## src/rtl/uart_rx_fifo_pkg.sv

```systemverilog
// Shared constants for the UART receive FIFO: default sizes and entry field layout.
// Entry layout is {frame_error, parity_error, data}.
package uart_rx_fifo_pkg;

  localparam int unsigned DEF_DATA_WIDTH = 8;
  localparam int unsigned DEF_DEPTH      = 16;
  localparam int unsigned DEF_ENTRY_W    = DEF_DATA_WIDTH + 2;

  function automatic int unsigned entry_w(input int unsigned dw);
    return dw + 2;
  endfunction

  function automatic int unsigned parity_pos(input int unsigned dw);
    return dw;
  endfunction

  function automatic int unsigned frame_pos(input int unsigned dw);
    return dw + 1;
  endfunction

endpackage

```

## src/rtl/uart_rx_fifo_mem.sv

```systemverilog
// Entry storage for the UART receive FIFO: registered write, asynchronous read, no reset.
module uart_rx_fifo_mem #(
  parameter int unsigned WIDTH = 10,
  parameter int unsigned DEPTH = 16
) (
  input  logic                     clk,
  input  logic                     we_i,
  input  logic [$clog2(DEPTH)-1:0] waddr_i,
  input  logic [WIDTH-1:0]         wdata_i,
  input  logic [$clog2(DEPTH)-1:0] raddr_i,
  output logic [WIDTH-1:0]         rdata_o
);

  logic [WIDTH-1:0] mem_q [DEPTH];

  always_ff @(posedge clk) begin
    if (we_i) mem_q[waddr_i] <= wdata_i;
  end

  assign rdata_o = mem_q[raddr_i];

endmodule

```

## src/rtl/uart_rx_fifo.sv

```systemverilog
// UART receive FIFO: edge-detected push from the receiver, first-word-fall-through read.
// Optional macro UART_RX_FIFO_ERR_DROP_EN discards errored characters and counts them.
module uart_rx_fifo
  import uart_rx_fifo_pkg::*;
#(
  parameter int unsigned DATA_WIDTH = DEF_DATA_WIDTH,
  parameter int unsigned DEPTH      = DEF_DEPTH
) (
  input  logic                       clk,
  input  logic                       reset,
  input  logic                       rx_data_valid,
  input  logic [DATA_WIDTH-1:0]      rx_parallel_data,
  input  logic                       rx_parity_error,
  input  logic                       rx_frame_error,
  input  logic                       rd_en,
  output logic [DATA_WIDTH-1:0]      rd_data,
  output logic                       rd_parity_error,
  output logic                       rd_frame_error,
  output logic                       empty,
  output logic                       full,
  output logic [$clog2(DEPTH):0]     count,
  output logic                       overflow,
  input  logic                       overflow_clear,
  output logic [7:0]                 err_drop_count
);

  localparam int unsigned AW      = $clog2(DEPTH);
  localparam int unsigned ENTRY_W = entry_w(DATA_WIDTH);
  localparam int unsigned PAR_BIT = parity_pos(DATA_WIDTH);
  localparam int unsigned FRM_BIT = frame_pos(DATA_WIDTH);

  logic [AW:0]        wr_ptr_q, wr_ptr_d, rd_ptr_q, rd_ptr_d;
  logic               valid_q;
  logic               overflow_q, overflow_d;
  logic               push_stb, store_req, do_push, do_pop;
  logic [ENTRY_W-1:0] head;

  assign push_stb = rx_data_valid & ~valid_q;

`ifdef UART_RX_FIFO_ERR_DROP_EN
  logic [7:0] err_cnt_q, err_cnt_d;
  logic       drop_err;

  assign drop_err  = push_stb & (rx_parity_error | rx_frame_error);
  assign store_req = push_stb & ~drop_err;

  always_comb begin
    err_cnt_d = err_cnt_q;
    if (drop_err && err_cnt_q != 8'hFF) err_cnt_d = err_cnt_q + 8'd1;
  end

  always_ff @(posedge clk) begin
    if (reset) err_cnt_q <= '0;
    else       err_cnt_q <= err_cnt_d;
  end

  assign err_drop_count = err_cnt_q;
`else
  assign store_req      = push_stb;
  assign err_drop_count = '0;
`endif

  assign empty = (wr_ptr_q == rd_ptr_q);
  assign full  = (wr_ptr_q[AW-1:0] == rd_ptr_q[AW-1:0]) && (wr_ptr_q[AW] != rd_ptr_q[AW]);
  assign count = wr_ptr_q - rd_ptr_q;

  // A pop in the same cycle frees the slot, so a push into a full FIFO still lands.
  assign do_pop  = rd_en & ~empty;
  assign do_push = store_req & (~full | do_pop);

  always_comb begin
    wr_ptr_d   = wr_ptr_q;
    rd_ptr_d   = rd_ptr_q;
    overflow_d = overflow_q;
    if (do_push) wr_ptr_d = wr_ptr_q + 1'b1;
    if (do_pop)  rd_ptr_d = rd_ptr_q + 1'b1;
    if (overflow_clear) overflow_d = 1'b0;
    if (store_req && full && !do_pop) overflow_d = 1'b1;
  end

  always_ff @(posedge clk) begin
    if (reset) begin
      wr_ptr_q   <= '0;
      rd_ptr_q   <= '0;
      valid_q    <= 1'b0;
      overflow_q <= 1'b0;
    end else begin
      wr_ptr_q   <= wr_ptr_d;
      rd_ptr_q   <= rd_ptr_d;
      valid_q    <= rx_data_valid;
      overflow_q <= overflow_d;
    end
  end

  uart_rx_fifo_mem #(
    .WIDTH (ENTRY_W),
    .DEPTH (DEPTH)
  ) u_mem (
    .clk     (clk),
    .we_i    (do_push & ~reset),
    .waddr_i (wr_ptr_q[AW-1:0]),
    .wdata_i ({rx_frame_error, rx_parity_error, rx_parallel_data}),
    .raddr_i (rd_ptr_q[AW-1:0]),
    .rdata_o (head)
  );

  assign rd_data         = head[DATA_WIDTH-1:0];
  assign rd_parity_error = head[PAR_BIT];
  assign rd_frame_error  = head[FRM_BIT];
  assign overflow        = overflow_q;

endmodule

```

## config.mk

```make
export PLATFORM = sky130hd
export DESIGN_NAME = uart_rx_fifo
export DESIGN_NICKNAME = d
export VERILOG_FILES = /design/src/rtl/uart_rx_fifo_pkg.sv /design/src/rtl/uart_rx_fifo_mem.sv /design/src/rtl/uart_rx_fifo.sv
export SDC_FILE = /design/constraint.sdc
export NUM_CORES = 1
export LEC_CHECK = 0
export CORE_ASPECT_RATIO = 2
export CORE_MARGIN = 1.5
export CORE_UTILIZATION = 50
export DETAILED_ROUTE_END_ITERATION = 8
export GPL_TIMING_DRIVEN = 0
export PLACE_DENSITY = 0.74
export SYNTH_ARGS = -nofsm -noshare
export SYNTH_HDL_FRONTEND = slang
export SYNTH_HIERARCHICAL = 1
export SYNTH_SLANG_ARGS = --single-unit
export TNS_END_PERCENT = 10
```

## constraint.sdc

```tcl
create_clock -name clk -period 2.9 [get_ports clk]
set_clock_uncertainty 0.2 [all_clocks]
set_input_delay 0.725 -clock clk [delete_from_list [all_inputs] [get_ports clk]]
set_output_delay 0.725 -clock clk [all_outputs]
set_load 0.02 [all_outputs]
```

==> metrics.txt <==
status=finished with violations; failing checks=negative setup slack; Worst setup SP type=register; origin of the worst setup path=rd_ptr_q[0]; Least-Margin Pin Slew=0.7672 ns; Post-DP Area=7526 um2; Tmin final=3.166 ns; synth cell count leaders=edfxtp_1, mux4_2, nor2_1, a22oi_1; HP Start=rd_ptr_q[3]; Critical Path RT=1.98 ns; post-DR wirelength/cell=25.00 um; Slew Limit Headroom=48.85%; Async SR Flop Fraction=0%; total wire length=15070 um; Core Footprint=13510 um2; syn avg cell area=19.47 um2; peak supply drop=0.4533 mV; setup violators final=11; DRC=0; post-synthesis sequential area ratio=72.78%; filler instances=921; clk sinks=172; vias in the first global route=3938; count leader, synth=edfxtp_1; Num CTS Buffers=17; Worst R2R Start=rd_ptr_q[1]; critical path class=register to output pin; antenna-violating nets left=0; unrepaired setup endpoints after global routing=true; area occupied by multi-input gates=1871 um2; Syn Std Cell Area=6932 um2; Core Util, Final=62.84%; starting density of the core=51.30%; full die area=14620 um2; cell area after layout=8492 um2; Iteration-0 DRC Markers=231; first-pass GRT wire length=23000 um; Tcrit/Tclk final=109.2%; vias per cell=6.181; Post-Syn Instances=356; RePlAce Congestion=0.7728; diode count=0; FMAX=0.3159 GHz; number of synthesized flops with an enable pin=160; share of cells above drive strength 1=38.62%; root buffer cell=clkbuf_16; Total GRT Usage=22.44%; yosys warns=6; First-pass DRT Iterations=5; worst setup margin=-0.2660 ns; Leak Pwr=2.768 nW; Pins Over Slew Limit=0; IO Count=41; area leader, netlist=edfxtp_1; num rows=60; Reg clk slew, reported paths=0.06 ns; H-tree levels=4; final-report hold violation count=0; peak fanout along the critical path=4; distinct cell type count after synthesis=38; gr ovfl total=0; Hold/Removal Path Class=register to register; DP Wirelength=9684 um; area fraction of the dominant cell type after synthesis=69.31%; antenna violations before repair=0; via count=3727; Die H=169.5 um; maximum number of pins on one net before global-route repair=17; port bufs=32; #FFs+latches synth=172; CTS tree=done; Area Growth Syn to Fin=22.51%; Critical Path AT=2.24 ns; die width=86.26 um; clock insertion delay at the later pin of the skew report=0.42 ns; Synth Flop Type=edfxtp_1; Synth area leaders=edfxtp_1, mux4_2, mux4_1, dfxtp_1, a22oi_1; Max Cap Violations=0; Worst Setup End Kind=output pin; power per cell area=725.9 nW/um2; Final nets=458; buffer levels on the longest clock path=2; storage element area=5067 um2
==> worst max-delay path, cell delays in order, from the launching register on <==
cell and delay [ns]:
dfxtp_4 0.36, buf_8 0.11, buf_12 0.11, buf_12 0.10, buf_6 0.09, mux4_2 0.53, a22oi_2 0.26, nand2_1 0.11
buf_6 0.14
==> metrics by stage <==
stage / std cells / setup WS [ns] / hold slack, ns / setup TNS, ns / power (mW)
detailed placement: 553 / -0.9256 / 0.3717 / -109.28 / 3.693
global route: 603 / -0.3083 / 0.3702 / -2.877 / 6.336
finish: 603 / -0.2660 / 0.3598 / -2.151 / 6.164
floorplan: 363 / 0.08635 / 0.3086 / 0 / 3.382
CTS: 595 / -0.2782 / 0.3423 / -1.982 / 6.117
global placement: 550 / -1.130 / 0.3465 / -119.10 / 3.668
==> final timing paths <==
path	to	slack [ns]	cells after the start
worst max-delay path	rd_data[0]	-0.27	8
worst min-delay path	rd_ptr_q[3]	0.36	2
worst max register to register	u_mem/mem_q[0][4]	0.08	7
worst min register to register	rd_ptr_q[3]	0.36	2
==> power by group <==
part           switching (mW)  total, mW  leakage [nW]  internal, mW
clock                   0.892       2.25         0.281          1.35
sequential             0.0177       2.75          1.54          2.73
combinational           0.544       1.17         0.944         0.624
==> flip-flops by register name, indices dropped and copies added, names as in the netlist <==
| register | flops |
|---|---|
| wr_ptr_q | 5 |
| valid_q | 1 |
| u_mem/mem_q | 160 |
| overflow | 1 |
| rd_ptr_q | 5 |
==> logic make-up after synthesis <==
logic type               synth area share, %
AO/OA/AOI/OAI                          3.772
XOR/XNOR                               1.372
adder cells (fa/ha/maj)                1.372
buffers and inverters                  2.437
flip-flops                             72.78
multiplexers                           13.93
other                                0.05410
AND/OR/NAND/NOR                        4.278
==> what timing repair did <==
action	in CTS	in global routing
hold buffers	0	0
pin swaps	15	9
cloned	1	0
resized for setup	135	28
setup endpoints to repair	177	84
buffers inserted	10	8
==> placed cells by master, fill, tap and decap left out, drive strengths merged, types with 10 or more instances in the layout <==
cell type,synthesis,layout
edfxtp,160,160
buf,18,51
mux4,40,40
clkbuf,3,25
nor2,24,24
a22oi,20,20
clkdlybuf4s50,0,16
dfxtp,12,12
nand2,11,11
inv,6,10
==> layout make-up <==
class                   instances  share of cell area (%)
plain buffers                  21                   2.240
clock buffers                  18                   5.054
clock inverters                13                   1.901
inverters                       6                  0.2652
multi-input cells             164                   22.03
flip-flops and latches        172                   59.67
well taps                     155                   2.284
repair buffers                 54                   6.557
==> routing by layer <==
metal / GRT usage (%) / share of wire [%]
met4: 15.43 / 5.2
met3: 4.621 / 4.8
met5: 0 / 0
met1: 23.45 / 34
met2: 39.51 / 56
Note: power is estimated with default switching activity, not from simulation.
